### config.mk
export PLATFORM = sky130hd
export DESIGN_NAME = matrix_row_scanner
export DESIGN_NICKNAME = d
export VERILOG_FILES = /design/src/rtl/matrix_row_scanner.sv
export SDC_FILE = /design/constraint.sdc
export NUM_CORES = 1
export LEC_CHECK = 0
export CAP_MARGIN = 15
export CORE_ASPECT_RATIO = 0.7
export CORE_MARGIN = 8
export CORE_UTILIZATION = 53
export DETAILED_ROUTE_END_ITERATION = 8
export GPL_ROUTABILITY_DRIVEN = 0
export GPL_TIMING_DRIVEN = 0
export HOLD_SLACK_MARGIN = 0.15
export PLACE_DENSITY = 0.78
export SLEW_MARGIN = 20
export SYNTH_ARGS = -nofsm -noshare
export SYNTH_HDL_FRONTEND = slang
export SYNTH_SLANG_ARGS = --single-unit
### constraint.sdc
create_clock -name clk_i -period 2 [get_ports clk_i]
set_input_delay 0.6 -clock clk_i [delete_from_list [all_inputs] [get_ports clk_i]]
set_output_delay 0.6 -clock clk_i [all_outputs]
set_load 0.005 [all_outputs]
### src/rtl/matrix_row_scanner.sv
// ============================================================================
// matrix_row_scanner: LED matrix row-scan driver (blank gap, dwell, polarity).
// Optional dimming via macro MATRIX_SCAN_BRIGHT_EN.  Revision: 1.0
// ============================================================================
`default_nettype none

module matrix_row_scanner #(
  parameter int ROW_NUM      = 8,
  parameter int DWELL_CYCLES = 64,
  parameter int BLANK_CYCLES = 4,
  parameter int ACTIVE_LOW   = 0,
  parameter int IDX_W        = $clog2(ROW_NUM),
  parameter int CNT_W        = $clog2(((DWELL_CYCLES > BLANK_CYCLES) ? DWELL_CYCLES : BLANK_CYCLES) + 1)
) (
  input  logic               clk_i,
  input  logic               rst_i,
  input  logic               scan_en_i,
  output logic [ROW_NUM-1:0] row_sel_o,
  output logic [IDX_W-1:0]   row_idx_o,
  output logic               row_start_o,
  output logic               frame_start_o,
  output logic               blank_o
`ifdef MATRIX_SCAN_BRIGHT_EN
  ,
  input  logic [CNT_W-1:0]   bright_i
`endif
);

  typedef enum logic [1:0] {
    IDLE  = 2'd0,
    BLANK = 2'd1,
    DRIVE = 2'd2
  } state_t;

  localparam logic [ROW_NUM-1:0] SEL_OFF    = (ACTIVE_LOW != 0) ? {ROW_NUM{1'b1}} : {ROW_NUM{1'b0}};
  localparam logic [CNT_W-1:0]   BLANK_LAST = CNT_W'(BLANK_CYCLES - 1);
  localparam logic [CNT_W-1:0]   DWELL_LAST = CNT_W'(DWELL_CYCLES - 1);
  localparam logic [IDX_W-1:0]   IDX_LAST   = IDX_W'(ROW_NUM - 1);

  state_t             state_q, state_d;
  logic [CNT_W-1:0]   timer_q, timer_d;
  logic [IDX_W-1:0]   idx_d;
  logic [ROW_NUM-1:0] sel_d;
  logic               row_start_d;
  logic               frame_start_d;
  logic               blank_d;
  logic               lit;
`ifdef MATRIX_SCAN_BRIGHT_EN
  logic [CNT_W-1:0]   bright_q, bright_d;
`endif

  // Outputs are computed from the next state so they can be registered
  // alongside the state itself.
  always_comb begin
    state_d       = state_q;
    timer_d       = timer_q;
    idx_d         = row_idx_o;
    row_start_d   = 1'b0;
    frame_start_d = 1'b0;
    blank_d       = 1'b1;
    sel_d         = SEL_OFF;
    lit           = 1'b0;
`ifdef MATRIX_SCAN_BRIGHT_EN
    bright_d      = bright_q;
`endif
    case (state_q)
      IDLE: begin
        if (scan_en_i) begin
          state_d = BLANK;
          timer_d = '0;
          idx_d   = '0;
        end
      end
      BLANK: begin
        if (!scan_en_i) begin
          state_d = IDLE;
          timer_d = '0;
          idx_d   = '0;
        end else if (timer_q == BLANK_LAST) begin
          state_d       = DRIVE;
          timer_d       = '0;
          row_start_d   = 1'b1;
          frame_start_d = (row_idx_o == '0);
          blank_d       = 1'b0;
`ifdef MATRIX_SCAN_BRIGHT_EN
          bright_d      = bright_i;
`endif
        end else begin
          timer_d = timer_q + 1'b1;
        end
      end
      DRIVE: begin
        if (!scan_en_i) begin
          state_d = IDLE;
          timer_d = '0;
          idx_d   = '0;
        end else if (timer_q == DWELL_LAST) begin
          state_d = BLANK;
          timer_d = '0;
          idx_d   = (row_idx_o == IDX_LAST) ? '0 : row_idx_o + 1'b1;
        end else begin
          timer_d = timer_q + 1'b1;
          blank_d = 1'b0;
        end
      end
      default: begin
        state_d = IDLE;
        timer_d = '0;
        idx_d   = '0;
      end
    endcase

`ifdef MATRIX_SCAN_BRIGHT_EN
    lit = (state_d == DRIVE) && (timer_d < bright_d);
`else
    lit = (state_d == DRIVE);
`endif

    for (int r = 0; r < ROW_NUM; r++) begin
      sel_d[r] = SEL_OFF[r] ^ (lit && (idx_d == IDX_W'(r)));
    end
  end

  always_ff @(posedge clk_i) begin
    if (rst_i) begin
      state_q       <= IDLE;
      timer_q       <= '0;
      row_idx_o     <= '0;
      row_sel_o     <= SEL_OFF;
      row_start_o   <= 1'b0;
      frame_start_o <= 1'b0;
      blank_o       <= 1'b1;
`ifdef MATRIX_SCAN_BRIGHT_EN
      bright_q      <= '0;
`endif
    end else begin
      state_q       <= state_d;
      timer_q       <= timer_d;
      row_idx_o     <= idx_d;
      row_sel_o     <= sel_d;
      row_start_o   <= row_start_d;
      frame_start_o <= frame_start_d;
      blank_o       <= blank_d;
`ifdef MATRIX_SCAN_BRIGHT_EN
      bright_q      <= bright_d;
`endif
    end
  end

endmodule

`default_nettype wire

==> results.md <==
* H-tree depth at 1
* Final ANT Viol Nets at 0
* Net count after synthesis at 132
* Max-Cap Viols at 0
* Maximum vdd drop at 0.374 mV
* Post-Synth Adder-Cell Area at 8.25%
* Post-synth top area cell: dfxtp_1
* Cts bufs inserted at 3
* Final WL at 2.97 mm
* Cell family with most CP delay: compound AO/OA/AOI/OAI gates
* Crit Path Max Fanout at 5
* Core Region at 2150 um2
* CTS tree: yes
* DRC viols at 0
* Flops & latches, synth at 23
* Slew @ Worst Pin at 0.458 ns
* Slew HR at 69.5%
* Nets at 160
* Pre-Repair DR Iteration Count at 4
* Compound-gate portion of the synthesized area at 19.7%
* Most common cell after layout, fill and taps aside: dfxtp_1
* Met2 usage at 22.5%
* Bufs on Longest Clock Path at 2
* Clk_skew at 0.00745 ns
* CTS clk-pin slew, worst paths at 0.13 ns
* Ys Warns at 0
* Hold Crit Class: flop to flop
* 1st-iter DRT viols at 122
* Per-cell routed wire length at 16.5 um
* Synth top area share at 37.9%
* Pwr/cell area at 495 nW/um2
* Ports at 17
* Hold buffers post-CTS at 0
* Area contributors post-synth: dfxtp_1 (38%), ha_1 (8.2%), nor3b_2 (6.2%), nor2_1 (3.7%), a2111oi_4 (2.3%)
* Die X at 73.2 um
* Overall power at 0.000791 W
* Initial Util at 56.3%
* Total gr overflow at 0
* Die area at 4100 um2
* Crit Path Class: flop to flop
* Outcome: completed
* Crit path DAT at 2.19 ns
* First-pass GRT wire length at 4.56 mm
* Static leakage at 0.572 nW
* Xor/xnor cell area share of the yosys netlist at 2.16%
* Final setup viols at 0
* Largest family of logic cells by synthesized area: simple AND/OR/NAND/NOR gates
* Critical path endpoint category: flop
* Slowest stage delay, CP at 0.51 ns
* GR Util met1 at 17.8%
* Fmax at 514 MHz
* Port bufs at 16
* Vias in the first global route at 940
* Vias/cell at 5.81
* GRT Util Overall at 14.1%
* Synthesized instance count at 121
* Met3 Use GR at 4.32%
* CP max-delay cell: a2111oi_4
* Via count at 1,046
* Synthesis-to-layout area growth at 31.6%
* WP buf/inv at 1
* Pin count of the biggest net entering global routing at 14
* Dpl cell area at 1410 um2
* Netlist cell types at 44
* Post-synthesis sequential area ratio at 37.9%
* Share of layout cells above drive strength 1 at 35.8%
* Simple-gate share of the synthesized area at 29.4%
* # diodes at 0
* Cell Area, Synth at 1210 um2
* Syn avg cell area at 10.0 um2
* GR peak layer: met2
* Post-Layout Inst Area at 1600 um2
* DP Wirelength at 2.17 mm
* Required @ worst endpoint at 2.24 ns
* Final hold vios at 0
* Clock tree sinks at 23
* Critical path launch point type: flop
* Antenna violations before repair at 0
* Mux cell area share after synthesis at 0%
* Die height at 56.0 um
* Clk_lat worst skew at 0.31 ns
* Min Tclk post-route at 1.95 ns
* Most frequent cells in the layout: dfxtp_1 (16), clkdlybuf4s50_1 (15), nor2_1 (12)
* Final period util at 97.3%
* CP Cell Sequence: inv_2 -> ha_4 -> and2_4 -> a31oi_2 -> a2111oi_4 -> nand3b_4 -> nor3b_4
* Slew Limit Fails at 0
* Clk root buf: clkbuf_4
* Number of cell rows at 14
-- cells by family after synthesis --
| logic type | after synthesis |
|---|---|
| simple gates | 53 |
| xor+xnor | 3 |
| buf+inv | 8 |
| fa+ha+maj | 8 |
| flops | 23 |
| compound gates | 26 |
-- through the flow --
| step | std cells | worst slack (ns) | hold slack, ns | utilization, % | TNS [ns] |
|---|---|---|---|---|---|
| after global routing | 180 | -0.0378 | 0.532 | 74.2 | -0.0687 |
| after CTS | 174 | 0.00549 | 0.538 | 68.4 | 0 |
| after detailed placement | 169 | -0.643 | 0.518 | 65.6 | -7.34 |
| after floorplan | 121 | 0.187 | 0.480 | - | 0 |
| final | 180 | 0.0532 | 0.506 | 74.2 | 0 |
| after global placement | 169 | -0.535 | 0.510 | 65.6 | -6.15 |
-- flip-flops by register name (all words and copies together), names as in the netlist --
signal,flops
row_sel_o,8
timer_q,7
row_idx_o,3
state_q,2
blank_o,1
frame_start_o,1
row_start_o,1
-- timing repair --
| action | CTS | global route |
|---|---|---|
| endpoints found under the hold margin | 0 | 0 |
| pin swaps | 2 | 9 |
| setup endpoints to repair | 11 | 13 |
| setup buffers | 1 | 6 |
| gates resized for setup | 10 | 26 |
-- synth_stat cells, drive strengths merged --
cell type and n:
a311oi 2, nor4 1, a221o 1, xor2 1
o2bb2ai 1, dfxtp 23, o22ai 1, and2 3
or3 1, nand4 3, a22o 2, a21oi 3
nand2b 1, nand3b 2, nor3b 6, and3 2
nand2 7, nor2b 2, o211ai 3, and2b 1
o21ai 5, a21o 2, ha 8, a32oi 2
inv 6, and3b 2, a31o 1, nor2 13
a2111oi 1, xnor2 2, a31oi 2, clkbuf 2
nor3 5, nand3 4
-- power breakdown --
group	internal (W)	switching, W
clock	0.0000748	0.000143
combinational	0.0000483	0.0000581
sequential	0.000461	0.00000610
-- cell type report --
type,count,area (um2)
flip-flops and latches,23,477
well taps,32,40.0
clock buffers,3,22.5
multi-input cells,90,811
clock inverters,1,5.00
fillers,155,557
repair buffers,23,208
plain buffers,2,10.0
inverters,6,25.0
-- path summary, 6_finish.rpt --
kind,start,end,slack (ns),depth (start not counted)
hold / removal,timer_q[6],timer_q[6],0.51,1
setup / recovery,state_q[1],row_sel_o[5],0.05,7
setup reg to reg,state_q[1],row_sel_o[5],0.05,7
hold reg to reg,timer_q[6],timer_q[6],0.51,1
-- metal layers --
| metal | vias to the layer above | share of wire [%] |
|---|---|---|
| met2 | 47 | 48 |
| met3 | 6 | 8.1 |
| li1 | 498 | - |
| met5 | - | 0 |
| met4 | 0 | 1.0 |
| met1 | 495 | 43 |
Power figures use the tool's default switching activity.
